`src/rtl/midi_tx_encoder.sv`:
```
// ---------------------------------------------------------------------------
// midi_tx_encoder
//
// Outbound MIDI transmitter. Accepts control-change, pitch-bend and note
// events, formats each one into a 3-byte MIDI message and shifts it out 8N1
// (start bit, 8 data bits LSB first, stop bit) at the MIDI bit rate on
// midi_txd. Used to echo panel and controller values to a MIDI OUT jack.
//
// Optional feature (compile-time macro MIDI_RUNNING_STATUS_EN):
//   When defined, the status byte of a message is skipped if it equals the
//   last status byte sent, so the frame is 2 bytes instead of 3. Reset
//   clears the remembered status so the next message always carries one.
//
// Parameters:
//   CLK_HZ      system clock frequency in Hz
//   BAUD        MIDI bit rate
//   (BIT_CLKS = CLK_HZ/BAUD clocks per serial bit, derived, not overridable)
//
// Ports:
//   CLOCK_25    in   system clock, all logic on posedge
//   reset_data  in   synchronous active-high reset
//   ev_valid    in   event request, held stable until accepted
//   ev_ready    out  high only while idle; event taken on ev_valid && ev_ready
//   ev_type     in   0=control change, 1=pitch bend, 2=note on, 3=note off
//   ev_chan     in   MIDI channel 0..15
//   ev_d1       in   CC controller number / note key number
//   ev_d2       in   CC value / note velocity
//   pitch_val   in   14-bit pitch-bend value (8192 = centre)
//   midi_txd    out  serial MIDI line, idles high
//   busy        out  high from acceptance until the last stop bit completes
// ---------------------------------------------------------------------------
module midi_tx_encoder #(
  parameter int CLK_HZ = 25000000,
  parameter int BAUD   = 31250
) (
  input  logic        CLOCK_25,
  input  logic        reset_data,
  input  logic        ev_valid,
  output logic        ev_ready,
  input  logic [1:0]  ev_type,
  input  logic [3:0]  ev_chan,
  input  logic [6:0]  ev_d1,
  input  logic [6:0]  ev_d2,
  input  logic [13:0] pitch_val,
  output logic        midi_txd,
  output logic        busy
);

  localparam int BIT_CLKS = CLK_HZ / BAUD;
  localparam int TIMER_W  = (BIT_CLKS > 1) ? $clog2(BIT_CLKS) : 1;
  localparam logic [TIMER_W-1:0] TIMER_LAST = TIMER_W'(BIT_CLKS - 1);

  typedef enum logic [1:0] {
    S_IDLE  = 2'd0,
    S_START = 2'd1,
    S_DATA  = 2'd2,
    S_STOP  = 2'd3
  } state_t;

  localparam logic [1:0] EV_CC   = 2'd0;
  localparam logic [1:0] EV_PB   = 2'd1;
  localparam logic [1:0] EV_NON  = 2'd2;
  localparam logic [1:0] EV_NOFF = 2'd3;

  // Registered state
  state_t               state;
  logic [TIMER_W-1:0]   timer;
  logic [2:0]           bit_idx;
  logic [1:0]           byte_idx;
  logic [7:0]           msg [3];

  // Next-state values
  state_t               state_n;
  logic [TIMER_W-1:0]   timer_n;
  logic [2:0]           bit_n;
  logic [1:0]           byte_n;
  logic                 busy_n;
  logic                 txd_n;
  logic                 load;
  logic                 bit_tick;
  logic [7:0]           cur_byte;

  // Formatted message for the event currently presented on the inputs
  logic [7:0]           status_byte;
  logic [7:0]           data1_byte;
  logic [7:0]           data2_byte;
  logic                 skip_status;

  assign ev_ready = (state == S_IDLE);
  assign load     = (state == S_IDLE) && ev_valid;
  assign bit_tick = (timer == TIMER_LAST);

  // -------------------------------------------------------------------------
  // Message formatting. Data bytes always carry bit7=0; status bytes bit7=1.
  // -------------------------------------------------------------------------
  always_comb begin
    // NOTE: every signal written in always_comb gets a default first so no
    // path leaves it unassigned, which would otherwise infer a latch.
    status_byte = {4'hB, ev_chan};
    data1_byte  = {1'b0, ev_d1};
    data2_byte  = {1'b0, ev_d2};
    case (ev_type)
      EV_CC:   status_byte = {4'hB, ev_chan};
      EV_PB: begin
        status_byte = {4'hE, ev_chan};
        data1_byte  = {1'b0, pitch_val[6:0]};
        data2_byte  = {1'b0, pitch_val[13:7]};
      end
      EV_NON:  status_byte = {4'h9, ev_chan};
      EV_NOFF: status_byte = {4'h8, ev_chan};
      default: status_byte = {4'hB, ev_chan};
    endcase
  end

`ifdef MIDI_RUNNING_STATUS_EN
  logic [7:0] last_status;

  assign skip_status = (status_byte == last_status);

  // Updated at acceptance: a status byte that is not skipped is committed
  // to the wire. An abort by reset clears it, so nothing stale survives.
  always_ff @(posedge CLOCK_25) begin
    if (reset_data) begin
      last_status <= 8'h00;
    end else if (load && !skip_status) begin
      last_status <= status_byte;
    end
  end
`else
  assign skip_status = 1'b0;
`endif

  // -------------------------------------------------------------------------
  // Byte of the buffer that the next cycle will be shifting.
  // -------------------------------------------------------------------------
  always_comb begin
    cur_byte = msg[2];
    case (byte_n)
      2'd0:    cur_byte = msg[0];
      2'd1:    cur_byte = msg[1];
      default: cur_byte = msg[2];
    endcase
  end

  // -------------------------------------------------------------------------
  // Next-state and output logic
  // -------------------------------------------------------------------------
  always_comb begin
    state_n = state;
    timer_n = timer;
    bit_n   = bit_idx;
    byte_n  = byte_idx;
    busy_n  = busy;

    case (state)
      S_IDLE: begin
        if (ev_valid) begin
          state_n = S_START;
          timer_n = '0;
          bit_n   = 3'd0;
          // A skipped status byte simply starts the frame at byte 1.
          byte_n  = skip_status ? 2'd1 : 2'd0;
          busy_n  = 1'b1;
        end
      end

      S_START: begin
        if (bit_tick) begin
          timer_n = '0;
          bit_n   = 3'd0;
          state_n = S_DATA;
        end else begin
          timer_n = timer + 1'b1;
        end
      end

      S_DATA: begin
        if (bit_tick) begin
          timer_n = '0;
          if (bit_idx == 3'd7) begin
            state_n = S_STOP;
          end else begin
            bit_n = bit_idx + 3'd1;
          end
        end else begin
          timer_n = timer + 1'b1;
        end
      end

      S_STOP: begin
        if (bit_tick) begin
          timer_n = '0;
          if (byte_idx == 2'd2) begin
            // Last stop bit ends on this edge: busy falls, ev_ready rises.
            state_n = S_IDLE;
            byte_n  = 2'd0;
            busy_n  = 1'b0;
          end else begin
            byte_n  = byte_idx + 2'd1;
            state_n = S_START;
          end
        end else begin
          timer_n = timer + 1'b1;
        end
      end

      default: begin
        state_n = S_IDLE;
        timer_n = '0;
        bit_n   = 3'd0;
        byte_n  = 2'd0;
        busy_n  = 1'b0;
      end
    endcase

    // midi_txd is registered from the next state so the line is glitch-free
    // and the start bit begins on the acceptance edge itself.
    txd_n = 1'b1;
    case (state_n)
      S_START: txd_n = 1'b0;
      S_DATA:  txd_n = cur_byte[bit_n];
      default: txd_n = 1'b1;
    endcase
  end

  // -------------------------------------------------------------------------
  // State registers
  // -------------------------------------------------------------------------
  always_ff @(posedge CLOCK_25) begin
    // NOTE: sequential state uses non-blocking assignments so every register
    // samples the values from before the edge, independent of statement order.
    if (reset_data) begin
      state    <= S_IDLE;
      timer    <= '0;
      bit_idx  <= 3'd0;
      byte_idx <= 2'd0;
      busy     <= 1'b0;
      midi_txd <= 1'b1;
    end else begin
      state    <= state_n;
      timer    <= timer_n;
      bit_idx  <= bit_n;
      byte_idx <= byte_n;
      busy     <= busy_n;
      midi_txd <= txd_n;
    end
  end

  // NOTE: the message buffer carries no reset; it is always written on
  // acceptance before any of its bits reach the line, so resetting it would
  // only add reset fan-out.
  always_ff @(posedge CLOCK_25) begin
    if (load) begin
      msg[0] <= status_byte;
      msg[1] <= data1_byte;
      msg[2] <= data2_byte;
    end
  end

endmodule

```
`config.mk`:
```
export PLATFORM = sky130hd
export DESIGN_NAME = midi_tx_encoder
export DESIGN_NICKNAME = d
export VERILOG_FILES = /design/src/rtl/midi_tx_encoder.sv
export SDC_FILE = /design/constraint.sdc
export NUM_CORES = 1
export LEC_CHECK = 0
export BUFFER_PORTS_ARGS = -buffer_cell sky130_fd_sc_hd__clkbuf_2
export CAP_MARGIN = 20
export CORE_ASPECT_RATIO = 0.6
export CORE_MARGIN = 5
export CORE_UTILIZATION = 23
export DETAILED_ROUTE_END_ITERATION = 10
export MAX_ROUTING_LAYER = met4
export SETUP_SLACK_MARGIN = 0.2
export SLEW_MARGIN = 20
export SYNTH_ARGS = -nofsm -noshare
export SYNTH_HDL_FRONTEND = slang
export SYNTH_SLANG_ARGS = --single-unit
```
`constraint.sdc`:
```
create_clock -name CLOCK_25 -period 3.4 [get_ports CLOCK_25]
set_clock_uncertainty 0.1 [all_clocks]
set_input_delay 0.34 -clock CLOCK_25 [delete_from_list [all_inputs] [get_ports CLOCK_25]]
set_output_delay 0.34 -clock CLOCK_25 [all_outputs]
set_load 0.01 [all_outputs]
```
==> results.yml <==
outcome:
  outcome: "complete, no violations"
worst_setup_path:
  crit_top_cell: "sky130_fd_sc_hd__nand2b_1"
  timing.reg2reg.setup_slack_ns: 0.46
  timing.critical_path.buf_inv: 2
  critical-path-slowest-cell: "sky130_fd_sc_hd__a2111oi_1"
  worstPathArrival_ns: 2.99
  crit_path_start_kind: "register"
  crit-reg2reg-capture: "midi_txd$_SDFF_PP1_"
  cp-end-kind: "register"
  crit_path_cell_chain: "inv_1 > ha_1 > nand2b_1 > buf_4 > nand2b_1 > o21ai_0 > nand2_1 > a221oi_2 > o21bai_1 > a2111oi_1 > a31oi_1"
  reg_to_reg_startpoint: "state[0]$_SDFF_PP0_"
  critical_path_peak_fanout: 11
  crit_required_ns: 3.45
  cp_top_family: "compound AO/OA/AOI/OAI gates"
  rr_worst_depth: 11
  crit_type: "register to register"
  cpPeakStageDelay_ns: 0.40
logic_synthesis:
  synthDominantCellAreaShare: 0.292
  top_count_cell_post_synth: "sky130_fd_sc_hd__nor2_1"
  async_flop_share: 0
  synth_top_cells_by_count: "24 x sky130_fd_sc_hd__nor2_1, 21 x sky130_fd_sc_hd__edfxtp_1, 19 x sky130_fd_sc_hd__dfxtp_1, 14 x sky130_fd_sc_hd__mux2_2"
  synth_top_flop_cell: "sky130_fd_sc_hd__edfxtp_1"
  synth-edff-count: 21
  post-synth-top-area-cell: "sky130_fd_sc_hd__edfxtp_1"
  synth.yosys.seq_area_share: 0.468
  yosys_register_bits: 40
  synthesis.nets: 254
  syn-cell-area_um2: 2160
  post_synth_num_cell_types: 51
  synth_area_leaders: "sky130_fd_sc_hd__edfxtp_1 29%, sky130_fd_sc_hd__dfxtp_1 18%, sky130_fd_sc_hd__mux2_2 7.3%"
  synth_cells: 209
  synth-warning-count: 0
  avgSynthCellArea_um2: 10.3
placement:
  detailed_placement_wirelength_estimate_mm: 3.84
  postPlaceCellArea_um2: 2490
  gp_congestion: 0.910
  io_buffers: 39
routing:
  top_metal_used: "met4"
  viasPerCell: 4.48
  detailroute.wirelength.met2_mm: 1.86
  routed-via-count: 1707
  wl_met1_mm: 2.72
  total_length_of_routed_met3_wires_um: 341
  drt_antenna_net_count: 0
  routedWlPerCell_um: 13.1
  drt_drc_violations_left: 0
  dr.pass1.iters: 4
  drt_total_wl_mm: 4.99
  drt_iter0_drc: 94
layout:
  final_net_count: 295
  antennaDiodeCount: 0
  n_fill_cell: 955
  postLayoutCellArea_um2: 2650
  drive_above_1_share: 0.303
  finish.utilization: 0.289
  areaGrowthSynthToFinish_pct: 22.4
sta:
  final_hold_viol_count: 0
  rsz0062_at_grt: "no"
  final_period_minus_worst_setup_slack_ns: 2.94
  setup_viol: 0
  period_share: 0.864
  max_slew_margin: 0.594
  max_slew.worst_pin.slew_ns: 0.607
  finalMaxSlewViolations: 0
  final_total_negative_setup_slack_ns: 0
  timing.fmax_ghz: 0.340
power:
  p_per_area_nw_per_um2: 584
  power.share.clock: 0.303
  power.combinational.fraction: 0.278
  ir_worst_vdd_v: 0.000239
  p_int_mw: 1.04
  power.net_switching_mw: 0.505
  pwr-share-seq: 0.420
  power.switching_fraction: 0.327
  power.leakage_nw: 0.999
  finalPower_mw: 1.54
clock_tree:
  cts.htree.levels: 2
  numCtsBuffers: 5
  post_cts_buffers: 0
  ctsRootBufferMaster: "sky130_fd_sc_hd__clkbuf_16"
  clock-sinks: 40
  tritoncts: "yes"
  cts.clk_slew.worst_paths_ns: 0.06
  clock_path_buffers: 2
  clk_latency_ns: 0.29
global_routing:
  global_route_wire_length_before_repair_mm: 8.01
  grt_antenna_before_repair: 0
  grt_max_degree: 22
  grt_remaining_overflow: 0
  grt_util_all_layers: 0.0916
  first_global_vias: 1606
hold_path:
  whs_path_depth: 1
  hold_path.startpoint: "ev_chan[3]"
  timing.hold.worst_endpoint: "msg[0][3]$_DFFE_PP_"
  holdCritPathClass: "primary input to register"
die:
  die_height_um: 85.1
  core_area_um2: 9160
  initial_core_util: 0.236
  fp.dieArea_um2: 11500
  io_pins: 40
  num_rows: 27
  fp.dieW_um: 135
flow_run:
  max_cap_violations: 0
-- layer usage --
layer / track usage / vias up
li1: - / 850
met1: 0.142 / 778
met4: 0.0302 / 0
met3: 0.0231 / 6
met2: 0.110 / 73
met5: - / -
-- cells in the final DEF (no fill, tap or decap), types with 2 or more instances in the layout --
master,count
sky130_fd_sc_hd__a2111oi_1,2
sky130_fd_sc_hd__a21oi_1,12
sky130_fd_sc_hd__a221o_1,2
sky130_fd_sc_hd__a221oi_2,2
sky130_fd_sc_hd__a31oi_1,5
sky130_fd_sc_hd__a41oi_1,2
sky130_fd_sc_hd__and2_1,2
sky130_fd_sc_hd__and3_1,2
sky130_fd_sc_hd__buf_4,3
sky130_fd_sc_hd__clkbuf_16,5
sky130_fd_sc_hd__clkbuf_2,39
sky130_fd_sc_hd__clkinvlp_4,2
sky130_fd_sc_hd__dfxtp_1,19
sky130_fd_sc_hd__edfxtp_1,21
sky130_fd_sc_hd__ha_1,8
sky130_fd_sc_hd__inv_1,9
sky130_fd_sc_hd__mux2_2,14
sky130_fd_sc_hd__nand2_1,12
sky130_fd_sc_hd__nand2b_1,5
sky130_fd_sc_hd__nand3_1,6
sky130_fd_sc_hd__nand4_1,6
sky130_fd_sc_hd__nor2_1,24
sky130_fd_sc_hd__nor2b_1,2
sky130_fd_sc_hd__o21ai_0,11
sky130_fd_sc_hd__o31ai_1,2
sky130_fd_sc_hd__or2_2,2
sky130_fd_sc_hd__or3_1,2
sky130_fd_sc_hd__xnor2_1,3
sky130_fd_sc_hd__xor2_1,4
-- cell families after synthesis --
group / after synthesis / synth area share
AOI/OAI and AO/OA: 52 / 0.180
xor gates and xnor gates: 7 / 0.0284
adders and majority gates: 8 / 0.0463
buffers and inverters: 19 / 0.0405
DFF: 40 / 0.468
muxes: 14 / 0.0730
and+or+nand+nor: 69 / 0.164
-- power groups by stage --
stage | registers (mW) | logic [mW] | clock network [mW]
after floorplan | 0.645 | 0.287 | 0
after global placement | 0.659 | 0.422 | 0
after detailed placement | 0.657 | 0.425 | 0
after CTS | 0.648 | 0.429 | 0.481
after global routing | 0.655 | 0.480 | 0.498
final | 0.648 | 0.429 | 0.468
-- flip-flops by register name, indices dropped and copies added (netlist names) --
name / count
byte_idx: 2
state: 2
timer: 10
bit_idx: 3
msg: 21
midi_txd: 1
busy: 1
-- area by class of cell --
cell class / instances / area (µm²) / area share
Clock inverter: 3 / 23.8 / 0.00899
Inverter: 11 / 41.3 / 0.0156
Clock buffer: 5 / 125 / 0.0473
Tap cell: 130 / 163 / 0.0615
Timing Repair Buffer: 42 / 218 / 0.0823
Multi-Input combinational cell: 150 / 1060 / 0.402
Sequential cell: 40 / 1010 / 0.382
-- worst max-delay path by stage --
stage          depth (start not counted)                   from  slack [ns]             endpoint
6_report                              11    state[0]$_SDFF_PP0_        0.46  midi_txd$_SDFF_PP1_
5_1_grt                               11    state[0]$_SDFF_PP0_        0.21  midi_txd$_SDFF_PP1_
4_1_cts                               10    state[0]$_SDFF_PP0_        0.42  midi_txd$_SDFF_PP1_
3_5_place_dp                          10    state[0]$_SDFF_PP0_        0.42  midi_txd$_SDFF_PP1_
3_3_place_gp                           9  timer[1]$_SDFFE_PP0P_        0.58  midi_txd$_SDFF_PP1_
2_1_floorplan                         10    state[0]$_SDFF_PP0_        0.76  midi_txd$_SDFF_PP1_
-- stage by stage --
| stage | cells | hold WS (ns) | setup WS (ns) |
|---|---|---|---|
| floorplan | 209 | 0.339 | 0.760 |
| global placement | 373 | 0.371 | 0.583 |
| detailed placement | 373 | 0.385 | 0.424 |
| CTS | 381 | 0.128 | 0.424 |
| global route | 381 | 0.128 | 0.206 |
| finish | 381 | 0.133 | 0.461 |
-- timing repair --
action / in CTS / in global routing
hold endpoints to repair: 0 / 0
hold buffers: 0 / 0
gates resized for setup: 0 / 1
setup endpoints to repair: 0 / 1
-- worst reg2reg max path, stage by stage (launching register included) --
cell and delay, ns:
sky130_fd_sc_hd__dfxtp_1 0.39, sky130_fd_sc_hd__inv_1 0.12, sky130_fd_sc_hd__ha_1 0.30, sky130_fd_sc_hd__nand2b_1 0.14, sky130_fd_sc_hd__buf_4 0.19, sky130_fd_sc_hd__nand2b_1 0.12
sky130_fd_sc_hd__o21ai_0 0.24, sky130_fd_sc_hd__nand2_1 0.24, sky130_fd_sc_hd__a221oi_2 0.32, sky130_fd_sc_hd__o21bai_1 0.10, sky130_fd_sc_hd__a2111oi_1 0.40, sky130_fd_sc_hd__a31oi_1 0.14
No activity file was read; power rests on OpenSTA's default activity.
